**src/rtl/load_store_unit.sv**
```systemverilog
// rtl/load_store_unit.sv - data-memory initiator: byte/half/word loads and stores,
// read-modify-write for sub-word stores, misalignment detection.
module load_store_unit #(
  parameter int RD_LAT = 1
) (
  input  logic        clk_i,
  input  logic        rst_n_i,
  input  logic        req_valid_i,
  output logic        req_ready_o,
  input  logic        req_write_i,
  input  logic [1:0]  req_size_i,
  input  logic        req_unsigned_i,
  input  logic [31:0] req_addr_i,
  input  logic [31:0] req_wdata_i,
  output logic        resp_valid_o,
  output logic [31:0] resp_rdata_o,
  output logic        resp_err_o,
  output logic [31:0] mem_addr_o,
  output logic [31:0] mem_wdata_o,
  output logic        mem_write_o,
  output logic        mem_read_o,
  input  logic [31:0] mem_rdata_i
);

  typedef enum logic [1:0] {IDLE, RD, WR, RESP} state_t;

  state_t      state_q;
  logic        ready_q, resp_valid_q, resp_err_q, mem_read_q, mem_write_q;
  logic [31:0] addr_q, mem_wdata_q, resp_rdata_q;
  logic [15:0] wdata_q;
  logic [1:0]  size_q, cnt_q;
  logic        unsigned_q, write_q;

  logic        accept, misaligned;
  logic [7:0]  byte_lane;
  logic [15:0] half_lane;
  logic [31:0] load_data, merged;

  assign accept = req_valid_i && ready_q;

  always_comb begin
    misaligned = (req_size_i == 2'b11)
              || (req_size_i == 2'b01 && req_addr_i[0])
              || (req_size_i == 2'b10 && req_addr_i[1:0] != 2'b00);
  end

  // Extraction and merge both work on the word currently returned by memory.
  always_comb begin
    byte_lane = 8'(mem_rdata_i >> {addr_q[1:0], 3'b000});
    half_lane = 16'(mem_rdata_i >> {addr_q[1], 4'b0000});
    load_data = mem_rdata_i;
    merged    = mem_rdata_i;
    case (size_q)
      2'b00: begin
        load_data = unsigned_q ? {24'b0, byte_lane} : {{24{byte_lane[7]}}, byte_lane};
        merged[{addr_q[1:0], 3'b000} +: 8] = wdata_q[7:0];
      end
      2'b01: begin
        load_data = unsigned_q ? {16'b0, half_lane} : {{16{half_lane[15]}}, half_lane};
        merged[{addr_q[1], 4'b0000} +: 16] = wdata_q;
      end
      default: ;
    endcase
  end

  always_ff @(posedge clk_i or negedge rst_n_i) begin
    if (!rst_n_i) begin
      state_q      <= IDLE;
      ready_q      <= 1'b0;
      resp_valid_q <= 1'b0;
      resp_err_q   <= 1'b0;
      resp_rdata_q <= '0;
      mem_read_q   <= 1'b0;
      mem_write_q  <= 1'b0;
      mem_wdata_q  <= '0;
      addr_q       <= '0;
      wdata_q      <= '0;
      size_q       <= '0;
      cnt_q        <= '0;
      unsigned_q   <= 1'b0;
      write_q      <= 1'b0;
    end else begin
      resp_valid_q <= 1'b0;
      case (state_q)
        IDLE: begin
          if (accept) begin
            ready_q     <= 1'b0;
            addr_q      <= req_addr_i;
            wdata_q     <= req_wdata_i[15:0];
            size_q      <= req_size_i;
            unsigned_q  <= req_unsigned_i;
            write_q     <= req_write_i;
            mem_wdata_q <= req_wdata_i;
            cnt_q       <= 2'(RD_LAT - 1);
            if (misaligned) begin
              state_q      <= RESP;
              resp_valid_q <= 1'b1;
              resp_err_q   <= 1'b1;
              resp_rdata_q <= '0;
            end else if (req_write_i && req_size_i == 2'b10) begin
              state_q     <= WR;
              mem_write_q <= 1'b1;
            end else begin
              state_q    <= RD;
              mem_read_q <= 1'b1;
            end
          end else begin
            ready_q <= 1'b1;
          end
        end
        RD: begin
          if (cnt_q == 2'd0) begin
            mem_read_q <= 1'b0;
            if (write_q) begin
              state_q     <= WR;
              mem_write_q <= 1'b1;
              mem_wdata_q <= merged;
            end else begin
              state_q      <= RESP;
              resp_valid_q <= 1'b1;
              resp_err_q   <= 1'b0;
              resp_rdata_q <= load_data;
            end
          end else begin
            cnt_q <= cnt_q - 2'd1;
          end
        end
        WR: begin
          mem_write_q  <= 1'b0;
          state_q      <= RESP;
          resp_valid_q <= 1'b1;
          resp_err_q   <= 1'b0;
          resp_rdata_q <= '0;
        end
        default: begin
          state_q      <= IDLE;
          ready_q      <= 1'b1;
          resp_err_q   <= 1'b0;
          resp_rdata_q <= '0;
        end
      endcase
    end
  end

  assign req_ready_o  = ready_q;
  assign resp_valid_o = resp_valid_q;
  assign resp_rdata_o = resp_rdata_q;
  assign resp_err_o   = resp_err_q;
  assign mem_addr_o   = {addr_q[31:2], 2'b00};
  assign mem_wdata_o  = mem_wdata_q;
  assign mem_write_o  = mem_write_q;
  assign mem_read_o   = mem_read_q;

endmodule

```
**config.mk**
```make
export PLATFORM = sky130hd
export DESIGN_NAME = load_store_unit
export DESIGN_NICKNAME = d
export VERILOG_FILES = /design/src/rtl/load_store_unit.sv
export SDC_FILE = /design/constraint.sdc
export NUM_CORES = 1
export LEC_CHECK = 0
export BUFFER_PORTS_ARGS = -buffer_cell sky130_fd_sc_hd__buf_2
export CORE_ASPECT_RATIO = 1.2
export CORE_MARGIN = 2
export CORE_UTILIZATION = 30
export CTS_BUF_LIST = sky130_fd_sc_hd__clkbuf_4 sky130_fd_sc_hd__clkbuf_8 sky130_fd_sc_hd__clkbuf_16
export DETAILED_ROUTE_END_ITERATION = 16
export RECOVER_POWER = 25
export SLEW_MARGIN = 20
export SYNTH_ARGS = -nofsm -noshare
export SYNTH_HDL_FRONTEND = slang
export SYNTH_SLANG_ARGS = --single-unit
export TNS_END_PERCENT = 5
```
**constraint.sdc**
```tcl
create_clock -name clk_i -period 3.7 [get_ports clk_i]
set_input_delay 0.185 -clock clk_i [delete_from_list [all_inputs] [get_ports clk_i]]
set_output_delay 0.185 -clock clk_i [all_outputs]
set_load 0.01 [all_outputs]
```
### Word-level counts from Yosys, hierarchy flattened

Index checks and enable logic that the tools add are counted.

* input bits: 103
* word-level logic and storage cells: 105
* register bits after elaboration: 125
* output and inout bits: 101

* reduce and logical (&&, ||, !) cells: 20
* $add $sub $neg: 3
* shift-type cells: 6
* equal/unequal tests: 15
* mux-type cells: 47

Operators with widths (number)
* $mux 32: 9
* $pmux 32 s2: 4
* $bwmux 32: 2
* $shift 16x7->32 const A: 1
* $shift 8x7->32 const A: 1
* $shiftx 16x7->32: 1
* $shiftx 8x7->32: 1
* $shr 32x5->16: 1
* $shr 32x5->8: 1
* $mux 1: 19
* $ne 2x2->1 const B: 9
* $neg 5->7: 2
* $mux 2: 6
* $reduce_and 4->1: 2
* $eq 2x1->1 const B: 3
* $eq 2x2->1 const B: 3
* $logic_not 2->1: 3
* $pmux 1 s2: 3
* $pmux 1 s3: 2
* $pmux 2 s3: 1
* $reduce_and 6->1: 1
* $reduce_and 5->1: 1
* $logic_and 1x1->1: 4
* $pmux 2 s2: 1
* other kinds (7): 10

### Depth between registers and ports, before layout

* depth in word-level cells: 7
* gate-level depth with buffers: 10
* mapped depth without buffers: 6

### Least setup slack after synthesis

Ideal clock, no wire load.

* kind: reg2reg
* start: reg addr_q[1]
* end: reg mem_wdata_q[0] (netlist: mem_wdata_o[0])
* data required time: 3.604 ns
* stages on the path, launching flop included: 10
* slack: 1.097 ns
* clock period less this slack: 2.603 ns
* path buffers: 3
* library setup time: 0.096 ns
* arrival time: 2.507 ns
* path through: dfrtp_1 -> buf_2 -> buf_2 -> clkbuf_1 -> inv_1 -> ha_1 -> or4b_4 -> a21oi_4 -> a221oi_1 -> o31ai_1

* longest elaborated chain between the ends: 7
* elaborated cells between the ends (all ways): 12
* those cells by class: add/sub: 2; shift: 4; mux: 6

Ends and longest elaborated chain
* from (decl): line 29 `logic [31:0] addr_q, mem_wdata_q, resp_rdata_q;`
* from (signal assigned): line 88 `addr_q <= req_addr_i;`
* $neg 5->7, on equally long branches: line 60, 56
* $shiftx 16x7->32, or another cell as far along: line 60 `merged[{addr_q[1], 4'b0000} +: 16] = wdata_q;`
* $bwmux 32, on equally long branches: line 60, 56
* $pmux 32 s2 (*): line 53 `case (size_q)`
* $mux 32 (*): line 114 `if (write_q) begin`
* $mux 32 (*): line 112 `if (cnt_q == 2'd0) begin`
* $pmux 32 s2 (*): line 84 `case (state_q)`
* to (signal assigned): line 93 `mem_wdata_q <= req_wdata_i;`
* to (signal assigned): line 117 `mem_wdata_q <= merged;`
* to (decl): line 29

Every way passes the cells marked *; elsewhere a longest branch is shown, timed or not. The select of a mux whose other input is x is not followed.
A chain may end at the register's enable or synchronous reset.

### Worst setup path after layout

* start: reg state_q[1]
* end: reg mem_wdata_q[26] (netlist: mem_wdata_o[26])

* longest elaborated chain between the ends: 3
* elaborated cells between the ends (all ways): 8
* those cells by class: eq/ne: 4; mux: 1; reduce/logical: 3

Ends and longest elaborated chain
* from (decl): line 27 `state_t state_q;`
* from (signal assigned): line 68 `state_q <= IDLE;`
* from (signal assigned): line 96 `state_q <= RESP;`
* from (signal assigned): line 101 `state_q <= WR;`
* $eq 2x1->1 or $logic_not 2->1 (tied branches): line 84
* $ne 2x2->1 (no source line) or $reduce_bool 2->1 (tied branches)
* $reduce_and 4->1 (no source line)

Several ways; a longest one is shown, not always the timed one.

==> results.tsv <==
stage	metric	value	unit
global_route	antenna violations before repair	4	
clocking	hold_buf cts	36	
clocking	CTS Root Cell	clkbuf_16	
global_route	grt ovf	0	
drt	DR iter-0 viols	411	
global_route	global route hottest layer	met2	
clocking	Post CTS Setup Buffer Count	0	
placement	GPL Wtd Cong	0.8844	
drt	Via-to-Cell Ratio	5.162	
critical_path	CP startpoint kind	flop	
synthesis	top post-synthesis cells by area	dfrtp_1 (47%), mux2_2 (12%), o31ai_1 (4.4%)	
synthesis	YS warnings	0	
placement	PortBufs	201	
clocking	clk slew on worst S/H paths	0.06	ns
synthesis	Seq/Total Area, Yosys	0.4721	
sta	maximum clock rate	396.8	MHz
synthesis	syn_area_per_cell	10.95	sq um
floorplanning	Die H	166.8	um
clocking	Clock Latency Late Sink	0.43	ns
critical_path	crit end category	flop	
drt	WL/cell	19.09	um
synthesis	post-synth top area cell	dfrtp_1	
global_route	number of global-route vias before repair	5492	
global_route	first-pass GRT wire length	31940	um
final_layout	Final #Nets	910	
floorplanning	initial core utilization	0.3053	
sta	Setup TNS Final	0	ns
drt	DRT antenna net count	0	
clocking	TritonCTS Buffers	17	
critical_path	critical path peak fanout	45	
floorplanning	total core area	21700	sq um
power_and_ir_drop	power density over the cells	907.0	nW/um^2
final_layout	post-route design area	8578	sq um
global_route	GRT Overall Usage	0.1758	
run	max-cap check violation count	0	
clocking	Num Clock Sinks	125	
global_route	largest net degree at the start of global routing	75	
synthesis	synth unique cells	56	
final_layout	Area growth syn-to-layout	29.48	%
worst_hold_path	Worst Hold Class	input port to flop	
critical_path	CP Class	flop to flop	
synthesis	Cell Area, Synth	6625	sq um
floorplanning	die width	139.7	um
floorplanning	I/O Pins	204	
critical_path	slowest cell on the critical path	buf_4	
sta	worst hold slack	0.01397	ns
sta	Final min period	2.520	ns
synthesis	post-synthesis cell count	605	
final_layout	share of layout cells above drive strength 1	0.3531	
synthesis	Synth top area share	0.4721	
worst_hold_path	hold_sp	req_wdata_i[11]	
placement	Post-DP Area	7644	sq um
sta	worst slew pin tran	0.8597	ns
critical_path	critical path's largest stage delay	0.48	ns
sta	RSZ-0062 raised after global routing	no	
clocking	CTS Buffer Depth	2	
final_layout	# fillers	2158	
synthesis	Seq cells post-synth	125	
floorplanning	die area	23290	sq um
synthesis	number of enable flip-flop cells after synthesis	0	
critical_path	WP data arrival	2.85	ns
sta	Final setup violation count	0	
drt	total iterations of the first detailed-routing run	5	
critical_path	Crit path required time	4.02	ns
clocking	H-tree levels	4	
synthesis	Synth async-reset ratio	1.000	
drt	vias	5611	
sta	Final Hold Fails	0	
sta	Tcrit/Tclk final	0.6812	
drt	DRC	0	
power_and_ir_drop	Leak Pwr	0.003986	uW
drt	final WL	20750	um
clocking	cts repair resizes	0	
placement	DP Worst Slack	1.183	ns
floorplanning	Site Rows	59	
critical_path	CP Cell Sequence	inv_1 -> ha_1 -> buf_4 -> and3_1 -> o21ai_4 -> buf_12 -> o31ai_1	
synthesis	Top FF cell, synth	dfrtp_1	
sta	Slew headroom	0.4244	
sta	final worst slack	1.180	ns
sta	Final Max Tran Viols	0	
critical_path	Bufs and invs on worst path	3	
outcome	outcome	finished, final reports clean	
global_route	global-route met2 utilization	0.2805	
clocking	CTS tree	built	
critical_path	cell family with most CP delay	buffers and inverters	
global_route	met1 usage	0.2187	
placement	hpwl dp	15180	um
power_and_ir_drop	VDD IR max	0.0005034	V
final_layout	Core Util, Final	0.3953	
critical_path	crit path launch	state_q[1]	
critical_path	reg2reg start	state_q[1]	
sta	skew final	0.008705	ns
global_route	M3 GR Usage	0.05377	
## cells in the mapped netlist, types with 2 or more instances
master / n
dfrtp_1: 125
mux2_2: 68
nor2_1: 45
nand2_1: 42
o31ai_1: 39
a221oi_1: 32
buf_4: 32
clkbuf_1: 27
a221o_1: 23
nand2b_1: 18
inv_1: 17
o21ai_0: 16
a21o_1: 11
buf_2: 10
ha_1: 10
a32o_1: 9
o221ai_1: 7
o22a_1: 6
a21oi_1: 5
buf_6: 5
nand3_1: 5
nor2b_1: 5
a22o_1: 4
nor3_1: 4
o21ai_1: 4
mux2i_1: 3
a31oi_1: 2
and3_1: 2
clkinv_1: 2
## final timing paths
kind,to,slack (ns),cells past startpoint
worst max-delay path,mem_wdata_o[26],1.18,7
worst min-delay path,wdata_q[11],0.01,2
worst max register to register,mem_wdata_o[26],1.18,7
worst min register to register,mem_wdata_o[29],0.47,2
max in group asynchronous,addr_q[16],2.54,3
min in group asynchronous,mem_wdata_o[27],0.33,2
## registers in the layout (all words and copies together), names as in the netlist, 2 cells and up
name and flops:
resp_rdata_o 32, state_q 2, addr_q 32, mem_wdata_o 32
size_q 2, cnt_q 2, wdata_q 16
## through the flow
| step | cells | power (uW) |
|---|---|---|
| 2_1_floorplan | 606 | 5117 |
| 3_3_place_gp | 1016 | 6003 |
| 3_5_place_dp | 1016 | 6055 |
| 4_1_cts | 1084 | 7876 |
| 5_1_grt | 1085 | 8321 |
| 6_report | 1087 | 7780 |
## area by class of cell
| type | instances | area, sq um | share of cell area |
|---|---|---|---|
| Clock buffer | 19 | 446.7 | 0.05207 |
| Tap cell | 274 | 342.8 | 0.03997 |
| Antenna cell | 3 | 7.507 | 0.0008751 |
| Clock inverter | 13 | 165.2 | 0.01925 |
| Multi-Input combinational cell | 387 | 2993 | 0.3489 |
| Timing Repair Buffer | 247 | 1424 | 0.1660 |
| Sequential cell | 125 | 3128 | 0.3646 |
| Inverter | 19 | 71.32 | 0.008314 |
## metal layers
| layer | share of wire | wire, um | vias up |
|---|---|---|---|
| met1 | 0.42 | 8723 | 2713 |
| met4 | 0.037 | 777 | 0 |
| met3 | 0.075 | 1553 | 44 |
| li1 | - | - | 2625 |
| met5 | 0 | 0 | - |
| met2 | 0.47 | 9691 | 229 |
## report_power, final
group / switching (uW) / leakage [uW] / internal [uW]
Clock: 667 / 0.000301 / 1090
Sequential: 509 / 0.00155 / 2000
Combinational: 1980 / 0.00213 / 1540
## layout by cell type (no fill, tap or decap), types with 18 or more instances in the layout
master / netlist / final
nand2_1: 42 / 42
dfrtp_1: 125 / 125
nand2b_1: 18 / 18
nor2_1: 45 / 45
clkbuf_1: 27 / 36
dlygate4sd3_1: 0 / 36
a221oi_1: 32 / 32
buf_2: 10 / 164
a221o_1: 23 / 23
o31ai_1: 39 / 39
mux2_2: 68 / 68
## worst reg2reg max path: cells and delay by family, from the launching register on
| family | cells | cell delay [ns] |
|---|---|---|
| fa+ha+maj | 1 | 0.42 |
| simple gates | 1 | 0.29 |
| flops | 1 | 0.41 |
| compound gates | 2 | 0.47 |
| buf+inv | 3 | 0.84 |
## kinds of logic (layout without fill, tap and decap cells)
group,Yosys count,count (layout),share of synthesized area
buf+inv,94,298,0.07913
simple gates,135,135,0.1010
other cells,1,5,0.0005660
mux,71,71,0.1201
compound gates,169,169,0.2081
fa+ha+maj,10,10,0.01889
flops,125,125,0.4721
Power figures use the tool's default switching activity.
